**src/rtl/shift_ex_stage.sv**
```systemverilog
// shift_ex_stage
//   Two-register EX-stage slice around an external 32-bit combinational left
//   shifter. Stage 1 latches a decoded shift instruction from ID/EX with its
//   operands already resolved through forwarding. Stage 2 holds the shifted
//   result for EX/MEM. Right shifts use the same left shifter: the operand
//   and the result are both bit-reversed around it.
//
//   Ports
//     clk, rst           clock, synchronous active-high reset
//     flush              synchronous pipeline flush (drops both stages)
//     in_valid/in_ready  ID/EX handshake
//     in_op              00 SLL, 01 SRL, 10 SLLV, 11 SRLV
//     in_rt_data         value to shift (before forwarding)
//     in_rs_data         variable shift amount source (before forwarding)
//     in_shamt, in_rd    immediate shift amount, destination register
//     fwd_sel_rt/_rs     00 regfile, 01 EX/MEM, 10 MEM/WB, 11 regfile
//     exmem_data         forwarded value from EX/MEM
//     memwb_data         forwarded value from MEM/WB
//     sh_dataA/B         shifter data and amount inputs
//     sh_dataOut         shifter output (combinational)
//     out_valid/out_ready EX/MEM handshake
//     out_result, out_rd shifted value and its destination register
module shift_ex_stage (
   input  logic        clk,
   input  logic        rst,
   input  logic        flush,
   input  logic        in_valid,
   output logic        in_ready,
   input  logic [1:0]  in_op,
   input  logic [31:0] in_rt_data,
   input  logic [31:0] in_rs_data,
   input  logic [4:0]  in_shamt,
   input  logic [4:0]  in_rd,
   input  logic [1:0]  fwd_sel_rt,
   input  logic [1:0]  fwd_sel_rs,
   input  logic [31:0] exmem_data,
   input  logic [31:0] memwb_data,
   output logic [31:0] sh_dataA,
   output logic [4:0]  sh_dataB,
   input  logic [31:0] sh_dataOut,
   output logic        out_valid,
   input  logic        out_ready,
   output logic [31:0] out_result,
   output logic [4:0]  out_rd
);

   // Stage 1 state
   logic        s1_valid;
   logic [1:0]  s1_op;
   logic [31:0] s1_rt;
   logic [4:0]  s1_amt;
   logic [4:0]  s1_rd;

   logic        s2_free;
   logic        s1_adv;
   logic        s1_load;
   logic [31:0] rt_f;
   logic [31:0] rs_f;
   logic [4:0]  amt_sel;
   logic [31:0] result;

   function automatic logic [31:0] bitrev(input logic [31:0] v);
      logic [31:0] r;
      r = '0;
      for (int unsigned i = 0; i < 32; i++) begin
         r[i] = v[31-i];
      end
      return r;
   endfunction

   function automatic logic [31:0] fwd_mux(input logic [1:0]  sel,
                                           input logic [31:0] rf,
                                           input logic [31:0] exm,
                                           input logic [31:0] mwb);
      logic [31:0] r;
      case (sel)
         2'b01:   r = exm;
         2'b10:   r = mwb;
         default: r = rf;
      endcase
      return r;
   endfunction

   // Handshake and operand resolution
   always_comb begin
      s2_free  = ~out_valid | out_ready;
      s1_adv   = s1_valid & s2_free;
      in_ready = ~s1_valid | s1_adv;
      s1_load  = in_valid & in_ready;

      rt_f     = fwd_mux(fwd_sel_rt, in_rt_data, exmem_data, memwb_data);
      rs_f     = fwd_mux(fwd_sel_rs, in_rs_data, exmem_data, memwb_data);
      // op[1] selects the variable (register) amount; only rs[4:0] matters
      amt_sel  = in_op[1] ? rs_f[4:0] : in_shamt;
   end

   // Shifter drive and result un-reversal, from stage 1 only. op[0] marks a
   // right shift: reverse in, shift left, reverse out.
   always_comb begin
      sh_dataB = s1_amt;
      sh_dataA = s1_op[0] ? bitrev(s1_rt) : s1_rt;
      result   = s1_op[0] ? bitrev(sh_dataOut) : sh_dataOut;
   end

   always_ff @(posedge clk) begin
      if (rst) begin
         s1_valid   <= 1'b0;
         s1_op      <= '0;
         s1_rt      <= '0;
         s1_amt     <= '0;
         s1_rd      <= '0;
         out_valid  <= 1'b0;
         out_result <= '0;
         out_rd     <= '0;
      end else if (flush) begin
         // Data registers keep stale contents; only occupancy is dropped.
         s1_valid  <= 1'b0;
         out_valid <= 1'b0;
      end else begin
         if (s1_load) begin
            s1_valid <= 1'b1;
            s1_op    <= in_op;
            s1_rt    <= rt_f;
            s1_amt   <= amt_sel;
            s1_rd    <= in_rd;
         end else if (s1_adv) begin
            s1_valid <= 1'b0;
         end

         if (s1_adv) begin
            out_valid  <= 1'b1;
            out_result <= result;
            out_rd     <= s1_rd;
         end else if (out_ready) begin
            out_valid <= 1'b0;
         end
      end
   end

endmodule

```
**config.mk**
```make
export PLATFORM = sky130hd
export DESIGN_NAME = shift_ex_stage
export DESIGN_NICKNAME = d
export VERILOG_FILES = /design/src/rtl/shift_ex_stage.sv
export SDC_FILE = /design/constraint.sdc
export NUM_CORES = 1
export LEC_CHECK = 0
export CAP_MARGIN = 20
export CORE_MARGIN = 2
export CORE_UTILIZATION = 39
export CTS_CLUSTER_DIAMETER = 40
export CTS_CLUSTER_SIZE = 8
export DETAILED_ROUTE_END_ITERATION = 7
export GPL_ROUTABILITY_DRIVEN = 0
export PLACE_DENSITY = 0.82
export SLEW_MARGIN = 5
export SYNTH_ARGS = -nofsm -noshare
export SYNTH_HDL_FRONTEND = slang
export SYNTH_SLANG_ARGS = --single-unit
```
**constraint.sdc**
```tcl
create_clock -name clk -period 3.2 [get_ports clk]
set_input_delay 0.64 -clock clk [delete_from_list [all_inputs] [get_ports clk]]
set_output_delay 0.64 -clock clk [all_outputs]
set_load 0.05 [all_outputs]
```
# After elaboration in Yosys (flattened, before gate mapping)

Index checks and enable logic that the tools add are counted.
Widths: inputs -> output; s select.

Logic and storage cells: 33
Input bits: 181
Output and inout bits: 76
Register bits: 82
Memories: 0
Latch bits: 0
Bits in writable memories: 0
ROM bits: 0

Shift-type cells: 0
Muxes and demuxes: 9
Add/sub/neg operators: 0
$lt $le $gt $ge: 0
Equal/unequal tests: 4
Bitwise gates (word level): 7
Divide/modulo/power cells: 0
Reduce and logical (&&, ||, !) cells: 5
$mul: 0

Operators with widths:

| kind               | number |
|---|---|
| $mux 32            | 2 |
| $pmux 32 s2        | 1 |
| $pmux 5 s2         | 1 |
| $mux 5             | 1 |
| $eq 2x1->1 const B | 2 |
| $eq 2x2->1 const B | 2 |
| $mux 1             | 4 |
| $reduce_and 2->1   | 2 |
| $reduce_bool 2->1  | 2 |
| $not 1->1          | 3 |
| $and 1x1->1        | 2 |
| $or 1x1->1         | 2 |
| $reduce_or 2->1    | 1 |

# Longest topological paths before layout

Gate-level depths: netlist of the first run.

Word-level depth: 6
Gate-level depth with buffers: 7
Depth with buffers taken out: 5

# Worst setup path after synthesis of the first run

Ideal clock, no wire load.

Kind: reg2out
Start: reg out_valid
End: out in_ready
Path slack: 1.339 ns
Path buffers: 1
Arrival time: 1.221 ns
Cell stages (with the launch flop): 4
Data required time: 2.560 ns
Cell sequence: dfxtp_1 and3b_4 inv_4 buf_4

Longest elaborated chain between the ends: 4

Ends and longest elaborated chain:

| element                | RTL line | text |
|---|---|---|
| start, declared        | 41       | `output logic out_valid,` |
| start signal, assigned | 112      | `out_valid <= 1'b0;` |
| start signal, assigned | 118      | `out_valid <= 1'b0;` |
| start signal, assigned | 131      | `out_valid <= 1'b1;` |
| $not 1->1              | 86       | `s2_free = ~out_valid \| out_ready;` |
| $or 1x1->1             | 86       |  |
| $and 1x1->1            | 87       | `s1_adv = s1_valid & s2_free;` |
| $or 1x1->1             | 88       | `in_ready = ~s1_valid \| s1_adv;` |
| end, declared          | 28       | `output logic in_ready,` |

No other way between the ends.

# Worst setup path after layout of the first run

Start: reg s1_op[0]
End: out sh_dataA[15]

Longest elaborated chain between the ends: 1

Ends and longest elaborated chain:

| element                | RTL line | text |
|---|---|---|
| start, declared        | 49       | `logic [1:0] s1_op;` |
| start signal, assigned | 122      | `s1_op <= in_op;` |
| $mux 32                | 101      | `sh_dataA = s1_op[0] ? bitrev(s1_rt) : s1_rt;` |
| end, declared          | 38       | `output logic [31:0] sh_dataA,` |

No other way between the ends.

==> impl_metrics.sql, run 1 <==
INSERT INTO impl_metrics (metric_group, metric, value, unit) VALUES
('worst_setup_path', 'critPathRequiredTime', '2.56', 'ns'),
('clocking', 'clk_latency', '0.32', 'ns'),
('sta', 'clock_skew', '0.00507', 'ns'),
('logic_synthesis', 'synth_cells', '483', ''),
('logic_synthesis', 'postSynthAreaPerCell', '9.83', 'sq um'),
('die', 'die_height', '114', 'um'),
('logic_synthesis', 'count_of_flip_flops_with_a_built_in_enable_after_synthesis', '0', ''),
('power_and_ir_drop', 'swShare', '28.8', '%'),
('sta', 'slew-limit-headroom', '32.3', '%'),
('logic_synthesis', 'netlist_area', '4750', 'sq um'),
('min_path', 'min-delay-path-class', 'flop to flop', ''),
('global_route', 'grt.total_usage', '22.6', '%'),
('route', 'ant_nets', '0', ''),
('clocking', 'total_cts_buffers', '9', ''),
('sta', 'timing.hold.ws', '0.474', 'ns'),
('route', 'drc_errors', '0', ''),
('logic_synthesis', 'synth_seq_cells', '82', ''),
('worst_setup_path', 'timing.critical_path.fanout_max', '33', ''),
('logic_synthesis', 'yosysSeqAreaShare', '34.6', '%'),
('sta', 'final-setup-viol-count', '0', ''),
('sta', 'rsz_0062_raised_after_global_routing', 'no', ''),
('logic_synthesis', 'netlist.top_cell.by_area', 'sky130_fd_sc_hd__dfxtp_1', ''),
('finish', 'area_growth_syn_to_layout', '54.4', '%'),
('worst_setup_path', 'cp-start-kind', 'flop', ''),
('sta', 'fmax', '369', 'MHz'),
('global_route', 'grt_antenna_before_repair', '0', ''),
('logic_synthesis', 'simple_logic_cell_fraction_of_the_synthesized_area', '4.82', '%'),
('logic_synthesis', 'synthArstFlopShare', '0', '%'),
('logic_synthesis', 'post_synth_num_cell_types', '32', ''),
('sta', 'final.period_utilization', '84.8', '%'),
('logic_synthesis', 'yosys.cell_count.top_type', 'sky130_fd_sc_hd__dfxtp_1', ''),
('clocking', 'clockBufferDepth', '2', ''),
('clocking', 'number_of_resized_instances_in_the_post_cts_repair_step', '0', ''),
('die', 'ios', '257', ''),
('placement', 'hpwlAfterDp', '11700', 'um'),
('clocking', 'clock_tree.htree_level_count', '3', ''),
('die', 'design.core.area', '12000', 'sq um'),
('die', 'initial_utilization', '39.7', '%'),
('logic_synthesis', 'ys_warn_count', '0', ''),
('clocking', 'path_clk_slew', '0.06', 'ns'),
('clocking', 'clockRootBuffer', 'sky130_fd_sc_hd__clkbuf_16', ''),
('logic_synthesis', 'postSynthNetCount', '668', ''),
('run_status', 'run_status', 'finished clean', ''),
('worst_setup_path', 'setup.worst_path.end_class', 'output port', ''),
('global_route', 'first_global_vias', '4836', ''),
('logic_synthesis', 'netlist_top_cells_count', '82 x sky130_fd_sc_hd__dfxtp_1, 69 x sky130_fd_sc_hd__a21oi_1, 40 x sky130_fd_sc_hd__o21ai_0', ''),
('power_and_ir_drop', 'cellInternalPower', '2.11', 'mW'),
('power_and_ir_drop', 'combPwrFrac', '26.6', '%'),
('global_route', 'grt_start_max_net_pins', '83', ''),
('finish', 'layout.cell_area.non_filler', '7330', 'sq um'),
('power_and_ir_drop', 'leakagePower', '2.45', 'nW'),
('power_and_ir_drop', 'power.density_cell_area', '404', 'nW/um^2'),
('flow_run', 'timing.max_cap.violations', '0', ''),
('power_and_ir_drop', 'vdd.ir_drop.worst', '0.000247', 'V'),
('min_path', 'timing.hold.worst_path_depth', '2', ''),
('sta', 'tightest_slew', '1.02', 'ns'),
('die', 'placementRows', '40', ''),
('route', 'post_drt_via_cell_ratio', '5.85', ''),
('logic_synthesis', 'synthDominantCellAreaShare', '34.6', '%'),
('logic_synthesis', 'synthXorXnorAreaFrac', '0', '%'),
('clocking', 'cts_tree', 'done', ''),
('worst_setup_path', 'crit_slowest_cell', 'sky130_fd_sc_hd__clkdlybuf4s50_1', ''),
('sta', 'finalMaxSlewViolations', '0', ''),
('route', 'wirelength', '15300', 'um'),
('logic_synthesis', 'ys_dominant_reg_cell', 'sky130_fd_sc_hd__dfxtp_1', ''),
('worst_setup_path', 'cp_slowest_stage_delay', '0.73', 'ns'),
('finish', 'num-nets-final', '862', ''),
('logic_synthesis', 'synthAdderAreaFrac', '1.05', '%'),
('clocking', 'cts_setup_buffers', '0', ''),
('sta', 'hold_viol_final', '0', ''),
('route', 'dr_total_vias', '4852', '');
-- cells by family (layout without fill, tap and decap cells) --
family	count (synthesis)	after routing
adder cells (fa/ha/maj)	4	4
buffers and inverters	65	264
flip-flops	82	82
AO/OA/AOI/OAI	229	229
multiplexers	64	64
AND/OR/NAND/NOR	39	39
-- worst max-delay path, delay by kind of cell (launching register included) --
| kind | cells | cell delay [ns] |
|---|---|---|
| muxes | 1 | 0.40 |
| buffers and inverters | 1 | 0.73 |
| DFF | 1 | 0.60 |
-- state kept, by name, summed over array words and instances (netlist names) --
| signal | count |
|---|---|
| s1_valid | 1 |
| out_result | 32 |
| s1_rd | 5 |
| out_valid | 1 |
| out_rd | 5 |
| sh_dataB | 5 |
| s1_op | 1 |
| s1_rt | 32 |
-- per-layer routing --
metal / up-vias / GRT usage, % / share of wire [%]
met1: 2329 / 26.3 / 41
met5: - / 0 / 0
met4: 0 / 6.75 / 2.1
met2: 201 / 41.2 / 51
li1: 2296 / - / -
met3: 26 / 5.24 / 6.4
-- metrics by stage --
stage / utilization (%) / instances / total power, mW / setup WS [ns]
2_1_floorplan: - / 483 / 1.56 / 1.34
3_3_place_gp: 58.2 / 811 / 1.89 / 0.518
3_5_place_dp: 58.2 / 811 / 1.91 / 0.447
4_1_cts: 60.8 / 827 / 2.98 / 0.471
5_1_grt: 61.3 / 829 / 3.09 / 0.429
6_report: 61.3 / 829 / 2.96 / 0.487
-- final cells by class --
| class | instances | area, sq um |
|---|---|---|
| clock inverters | 5 | 60.1 |
| repair buffers | 242 | 2450 |
| fillers | 999 | 4630 |
| multi-input cells | 336 | 2710 |
| inverters | 6 | 25.0 |
| well taps | 147 | 184 |
| flip-flops and latches | 82 | 1650 |
| clock buffers | 11 | 254 |
-- power by group through the flow --
stage	Clock (mW)	Sequential [mW]	Combinational (mW)
2_1_floorplan	0	1.18	0.388
3_3_place_gp	0	1.12	0.765
3_5_place_dp	0	1.13	0.780
4_1_cts	1.09	1.11	0.782
5_1_grt	1.15	1.11	0.834
6_report	1.07	1.10	0.788
-- final timing paths --
kind         startpoint             to  slack, ns
max reg2reg    s1_op[0]  out_result[7]       1.44
max            s1_op[0]   sh_dataA[15]       0.49
min            s1_rd[4]      out_rd[4]       0.47
min reg2reg    s1_rd[4]      out_rd[4]       0.47
-- cell usage in the layout (no fill, tap or decap), drive strengths merged --
cell,Yosys,final
a211oi,32,32
a21oi,80,80
a221o,37,37
a311oi,5,5
and2b,1,1
and3b,1,1
buf,52,15
bufinv,0,1
clkbuf,7,11
clkdlybuf4s50,0,227
clkinv,0,2
clkinvlp,0,1
dfxtp,82,82
ha,4,4
inv,6,7
mux2,32,32
mux2i,32,32
nand2b,13,13
nand3,16,16
nor2,4,4
nor2b,2,2
nor3,2,2
o2111ai,32,32
o21ai,43,43
Power figures use the tool's default switching activity.
==> run 2, diff against run 1 <==
clock period = 2.7 ns   (was 3.2 ns; I/O delays follow)
==> run 2 against run 1 <==
Compared with the run above:
- register-to-register slack got worse by 0.46 ns
- critical path depth increased by 2
- sequential share of layout area increased by 0.29 points
- global-route usage increased by 0.15 points
- routed wire length increased by 0.59%
- sequential power increased by 19%
- cell area decreased by 1.3%
- worst setup slack improved by 0.025 ns
- worst hold slack got worse by 0.0077 ns
- clock-buffer cell count decreased by 2
- critical endpoint is now in_ready
==> impl_metrics.sql, run 2 (synthesis results as in run 1) <==
INSERT INTO impl_metrics (metric_group, metric, value, unit) VALUES
('power_and_ir_drop', 'leakagePower', '2.51', 'nW'),
('worst_setup_path', 'timing.critical_path.fanout_max', '22', ''),
('finish', 'layout.filler_cells', '1029', ''),
('finish', 'mostFrequentLayoutCells', '195 x sky130_fd_sc_hd__clkdlybuf4s50_1, 81 x sky130_fd_sc_hd__dfxtp_1, 69 x sky130_fd_sc_hd__a21oi_1', ''),
('worst_setup_path', 'crit_path_end', 'in_ready', ''),
('clocking', 'cts_setup_buffers', '0', ''),
('power_and_ir_drop', 'vdd.ir_drop.worst', '0.000279', 'V'),
('sta', 'clock_skew', '0.00610', 'ns'),
('sta', 'rsz_0062_raised_after_global_routing', 'no', ''),
('sta', 'setup_tns', '0', 'ns'),
('die', 'die_height', '114', 'um'),
('flow_run', 'timing.max_cap.violations', '0', ''),
('clocking', 'clockBufferDepth', '2', ''),
('sta', 'tightest_slew', '0.533', 'ns'),
('die', 'initial_utilization', '39.7', '%'),
('clocking', 'cts.hold.buffers_added', '0', ''),
('finish', 'num-nets-final', '863', ''),
('worst_setup_path', 'cp-start-kind', 'primary input', ''),
('placement', 'pre_cts_ws', '0.348', 'ns'),
('worst_setup_path', 'reg2reg_to', 'out_result[15]', ''),
('finish', 'largest_registers_ranked_by_flip_flop_count', 'out_result x32, s1_rt x32', ''),
('sta', 'fmax', '457', 'MHz'),
('finish', 'regArea', '1650', 'sq um'),
('global_route', 'grt.total_usage', '22.8', '%'),
('die', 'die_area', '13100', 'sq um'),
('power_and_ir_drop', 'power.density_cell_area', '484', 'nW/um^2'),
('clocking', 'cts_tree', 'done', ''),
('min_path', 'min-delay-path-class', 'flop to flop', ''),
('worst_setup_path', 'setup.worst_path.end_class', 'output port', ''),
('clocking', 'clock_sinks', '82', ''),
('finish', 'final_common_cell', 'sky130_fd_sc_hd__clkdlybuf4s50_1', ''),
('route', 'dr_total_vias', '4851', ''),
('clocking', 'number_of_resized_instances_in_the_post_cts_repair_step', '0', ''),
('placement', 'hpwlAfterDp', '11700', 'um'),
('global_route', 'grt_pass1_wl', '23700', 'um'),
('global_route', 'globalRoute.totalOverflow', '0', ''),
('sta', 'hold_viol_final', '0', ''),
('route', 'ant_nets', '0', ''),
('worst_setup_path', 'regToRegStartpoint', 's1_op[0]', ''),
('clocking', 'clock_tree.htree_level_count', '3', ''),
('clocking', 'clk_latency', '0.33', 'ns'),
('route', 'drc_errors', '0', ''),
('sta', 'timing.final.ws_setup', '0.513', 'ns'),
('placement', 'buffer_ports.inserted', '229', ''),
('die', 'ios', '257', ''),
('finish', 'area_growth_syn_to_layout', '52.5', '%'),
('sta', 'slew-limit-headroom', '64.4', '%'),
('route', 'post_drt_via_cell_ratio', '5.84', ''),
('route', 'wirelength', '15400', 'um'),
('route', 'wl_per_cell', '18.6', 'um'),
('global_route', 'grt_start_max_net_pins', '46', ''),
('finish', 'antenna_cells_inserted', '0', ''),
('die', 'design.core.area', '12000', 'sq um'),
('clocking', 'path_clk_slew', '0.06', 'ns'),
('route', 'length_of_the_first_detailed_routing_pass_in_iterations', '5', ''),
('sta', 'final.period_utilization', '81.0', '%'),
('die', 'placementRows', '40', ''),
('worst_setup_path', 'critical_path_arrival', '1.65', 'ns'),
('run_status', 'run_status', 'finished clean', ''),
('finish', 'multiInputGateArea', '2710', 'sq um'),
('global_route', 'first_global_vias', '4775', ''),
('finish', 'post_route_cells_drive_above_1_share', '21.2', '%'),
('sta', 'final-setup-viol-count', '0', ''),
('worst_setup_path', 'critPathRequiredTime', '2.16', 'ns'),
('sta', 'fin_crit', '2.19', 'ns'),
('finish', 'fin_util', '60.5', '%'),
('worst_setup_path', 'criticalPathCategory', 'primary input to output port', ''),
('sta', 'finalMaxSlewViolations', '0', ''),
('route', 'drt_iter0_drc', '316', ''),
('clocking', 'total_cts_buffers', '9', ''),
('global_route', 'grt_antenna_before_repair', '0', ''),
('worst_setup_path', 'regToRegSetupSlack', '0.98', 'ns'),
('clocking', 'clockRootBuffer', 'sky130_fd_sc_hd__clkbuf_16', ''),
('worst_setup_path', 'r2r_cells', '3', ''),
('worst_setup_path', 'critPathLaunch', 'out_ready', ''),
('die', 'die-width', '114', 'um'),
('min_path', 'timing.hold.worst_path_depth', '2', '');
==> run 2: cell types whose count changed in the layout (fill, tap and decap cells not counted), sizes merged <==
cell and delta:
clkinv -1, clkinvlp -1, buf +33, clkbuf -2, clkdlybuf4s50 -32, inv +4
==> run 2: report_power, final <==
group | leakage (nW) | internal (mW) | switching, mW
sequential | 0.669 | 1.26 | 0.0436
clock | 0.155 | 0.738 | 0.531
combinational | 1.69 | 0.445 | 0.483
total | 2.51 | 2.45 | 1.06
==> run 2: layout make-up <==
class	count	share of cell area, %
tap	147	2.54
inverter	6	0.346
clock buffer	9	3.11
multi-input combinational	336	37.5
clock inverter	7	1.16
sequential	82	22.7
timing repair buffer	243	32.6
==> run 2: worst min-delay path by stage <==
stage | startpoint | to | slack, ns
2_1_floorplan | s1_rd[0] | out_rd[0] | 0.44
3_3_place_gp | s1_rd[4] | out_rd[4] | 0.45
3_5_place_dp | s1_rd[4] | out_rd[4] | 0.45
4_1_cts | s1_rd[4] | out_rd[4] | 0.46
5_1_grt | s1_rd[2] | out_rd[2] | 0.50
6_report | s1_rd[3] | out_rd[3] | 0.47
==> run 2: through the flow <==
stage / std cells / total power, mW / area, sq um / hold WS (ns)
3_3_place_gp: 814 / 2.24 / 6930 / 0.448
4_1_cts: 830 / 3.54 / 7240 / 0.463
5_1_grt: 830 / 3.65 / 7240 / 0.504
6_report: 830 / 3.51 / 7240 / 0.466
3_5_place_dp: 814 / 2.26 / 6930 / 0.455
2_1_floorplan: 483 / 1.85 / 4750 / 0.440
==> run 2: layer usage <==
| metal | vias to the layer above | GRT usage, % | part of all wire (%) |
|---|---|---|---|
| met4 | 0 | 8.78 | 2.6 |
| met1 | 2321 | 26.4 | 40 |
| li1 | 2296 | - | - |
| met2 | 207 | 41.2 | 51 |
| met5 | - | 0 | 0 |
| met3 | 27 | 4.50 | 6.7 |
==> run 2: worst max-delay path, stage by stage <==
cell and delay, ns:
sky130_fd_sc_hd__clkdlybuf4s50_1 0.49, sky130_fd_sc_hd__and3b_4 0.22, sky130_fd_sc_hd__inv_4 0.21, sky130_fd_sc_hd__buf_12 0.18
==> RTL change: new RTL, config.mk and constraints of run 1 <==
Make the reset (`rst`) asynchronous in one clocked block. Comments in the files are not updated.
--- a/src/rtl/shift_ex_stage.sv
+++ b/src/rtl/shift_ex_stage.sv
@@ -102,7 +102,7 @@
       result   = s1_op[0] ? bitrev(sh_dataOut) : sh_dataOut;
    end
 
-   always_ff @(posedge clk) begin
+   always_ff @(posedge clk or posedge rst) begin
       if (rst) begin
          s1_valid   <= 1'b0;
          s1_op      <= '0;
Behaviour: differs if rst is asserted again (counterexample within 4 cycles, from zero or initial values and one cycle with rst high); with rst held inactive, the same outputs for 10 cycles.
==> RTL change against run 1 <==
- first-iteration DRC count decreased by 29%
- wire length decreased by 6.8%
- worst setup slack got worse by 0.19 ns
- design area increased by 4.8%
- fmax decreased by 6.6%
- non-clock buffer count decreased by 4
- synthesized cell count decreased by 18%
- clock skew decreased by 0.00058 ns
- core utilization increased by 0.11 points
- area after synthesis increased by 4.6%
- sequential cell count unchanged
- via count decreased by 18%
- critical path type unchanged
- critical endpoint is now sh_dataA[16]
Power is not compared: it rests on default switching activity, and its combinational part moved more than twofold at a synthesized area within 25%.
==> RTL change: results (changes against run 1) <==
final_layout:
  final_cells: 790  # -4.7%
  drive_gt1_frac: 0.273  # +0.111
  diodes: 0  # unchanged
  reg.largest.list: "out_result: 32 flops, s1_rt: 32 flops"
  fin_nets: 798  # -7.4%
  fillerInstances: 1021  # +2.2%
grt:
  grt_max_degree: 38  # -54%
  grtUsageTotal: 0.204  # -0.0217
  grt_pass1_vias: 4019  # -17%
  grt_antenna_before_repair: 0  # unchanged
  grt_pass1_wl_mm: 21.1  # -10%
yosys:
  synth_compound_area_frac: 0.0980  # -0.269
  synth-adder-area-share: 0.0101  # -0.000465
  yosysSeqAreaShare: 0.413  # +0.0674
  synth_nets: 579  # -13%
  syn_inst: 394  # -18%
  synth_area_leaders: "dfrtp_1 41%, mux2_4 19%, mux2_2 17%, a22oi_1 4.8%, o21ai_0 3.2%"
  synthMuxAreaShare: 0.373  # +0.229
  synth-xor-area-share: 0  # unchanged
  synth_common_cells: "82 x dfrtp_1, 74 x mux2_2, 63 x mux2_4"
  yosysUniqueCellTypes: 25  # -22%
  ys_warn_count: 0  # unchanged
  async_flop_share: 1.00  # +1.00
worst_setup_path:
  crit_arrival_ns: 2.26  # +0.19 ns
  crit_slowest_cell: "clkdlybuf4s50_1"
  critPathTopFamily: "buffers and inverters"
  regToRegSetupSlack_ns: 1.44  # about the same
  crit_fanout: 27  # -18%
  critPathMaxStageDelay_ns: 0.71  # -0.02 ns
clock_tree:
  cts_setup_buffers: 0  # unchanged
  worstSkewPairLatency_ns: 0.33
  cts.path.max_buffers: 2  # unchanged
  cts.clk_slew.worst_paths_ns: 0.06  # about the same
  cts_inserted_buffers: 9  # unchanged
  h-tree-depth: 3  # unchanged
  root_buffer: "clkbuf_16"
  cts_resized: 0  # unchanged
power_and_ir_drop:
  leakage_nw: 3.31
  ir_worst_vdd_v: 0.000241
detailed_routing:
  post_drt_wl_per_cell_um: 18.1  # -2.2%
  routed-via-count: 3976  # -18%
  drtPass1Iterations: 4  # unchanged
  drtIter0Drc: 186  # -29%
placement:
  dp_cells: 773  # -4.7%
  io_buffer_count: 229  # unchanged
  dpl.hpwl_mm: 11.0  # -5.9%
  place_area_um2: 7370  # +5.8%
timing:
  skew_ns: 0.00449  # -0.000576 ns
  slew_violations: 0  # unchanged
  worst_slew_pin_slew_ns: 0.726  # -0.290 ns
run_status:
  status: "finished clean"
min_path:
  hold_class: "reg -> reg"
RTL change: power by group:
| part | total (mW) | leakage (nW) | internal (mW) | switching (mW) |
|---|---|---|---|---|
| registers | 1.45 | 0.994 | 1.28 | 0.172 |
| logic | 2.45 | 2.16 | 1.08 | 1.37 |
| clock network | 1.04 | 0.149 | 0.627 | 0.416 |
RTL change: cell type report:
class,count,area (µm²),share of cell area
clock inverters,6,65.1,0.00846
multi-input cells,271,2650,0.345
well taps,172,215,0.0280
flip-flops and latches,82,2050,0.267
clock buffers,10,239,0.0311
inverters,11,42.5,0.00553
repair buffers,238,2420,0.315
RTL change: worst paths after layout:
path | cells after the start | start | endpoint
min in group asynchronous | 2 | rst | s1_rt[14]$_DFFE_PP0P_
worst max register to register | 3 | s1_op[0]$_DFFE_PP0P_ | out_result[21]$_DFFE_PP0P_
worst max-delay path | 3 | s1_op[0]$_DFFE_PP0P_ | sh_dataA[16]
max in group asynchronous | 3 | rst | out_result[6]$_DFFE_PP0P_
worst min-delay path | 1 | out_result[30]$_DFFE_PP0P_ | out_result[30]$_DFFE_PP0P_
worst min register to register | 1 | out_result[30]$_DFFE_PP0P_ | out_result[30]$_DFFE_PP0P_
RTL change: kinds of logic (layout without fill, tap and decap cells):
| group | count (synthesis) | after routing |
|---|---|---|
| mux | 144 | 144 |
| flops | 82 | 82 |
| compound gates | 75 | 75 |
| simple gates | 48 | 48 |
| buf+inv | 41 | 265 |
| fa+ha+maj | 4 | 4 |
RTL change: per-layer routing:
metal  wire (µm)  up-vias  share of wire  global-route usage
li1            -     1874              -                   -
met1        5760     1911           0.40               0.246
met2        7110      178           0.50               0.363
met3        1260       13          0.088              0.0510
met4         172        0          0.012              0.0596
met5           0        -              0                   0
RTL change: through the flow:
stage	utilization	hold slack [ns]	setup WS, ns
after global placement	0.589	0.488	0.344
final	0.614	0.507	0.297
after floorplan	-	0.476	0.452
after detailed placement	0.589	0.495	0.250
after CTS	0.613	0.510	0.253
after global routing	0.614	0.524	0.203
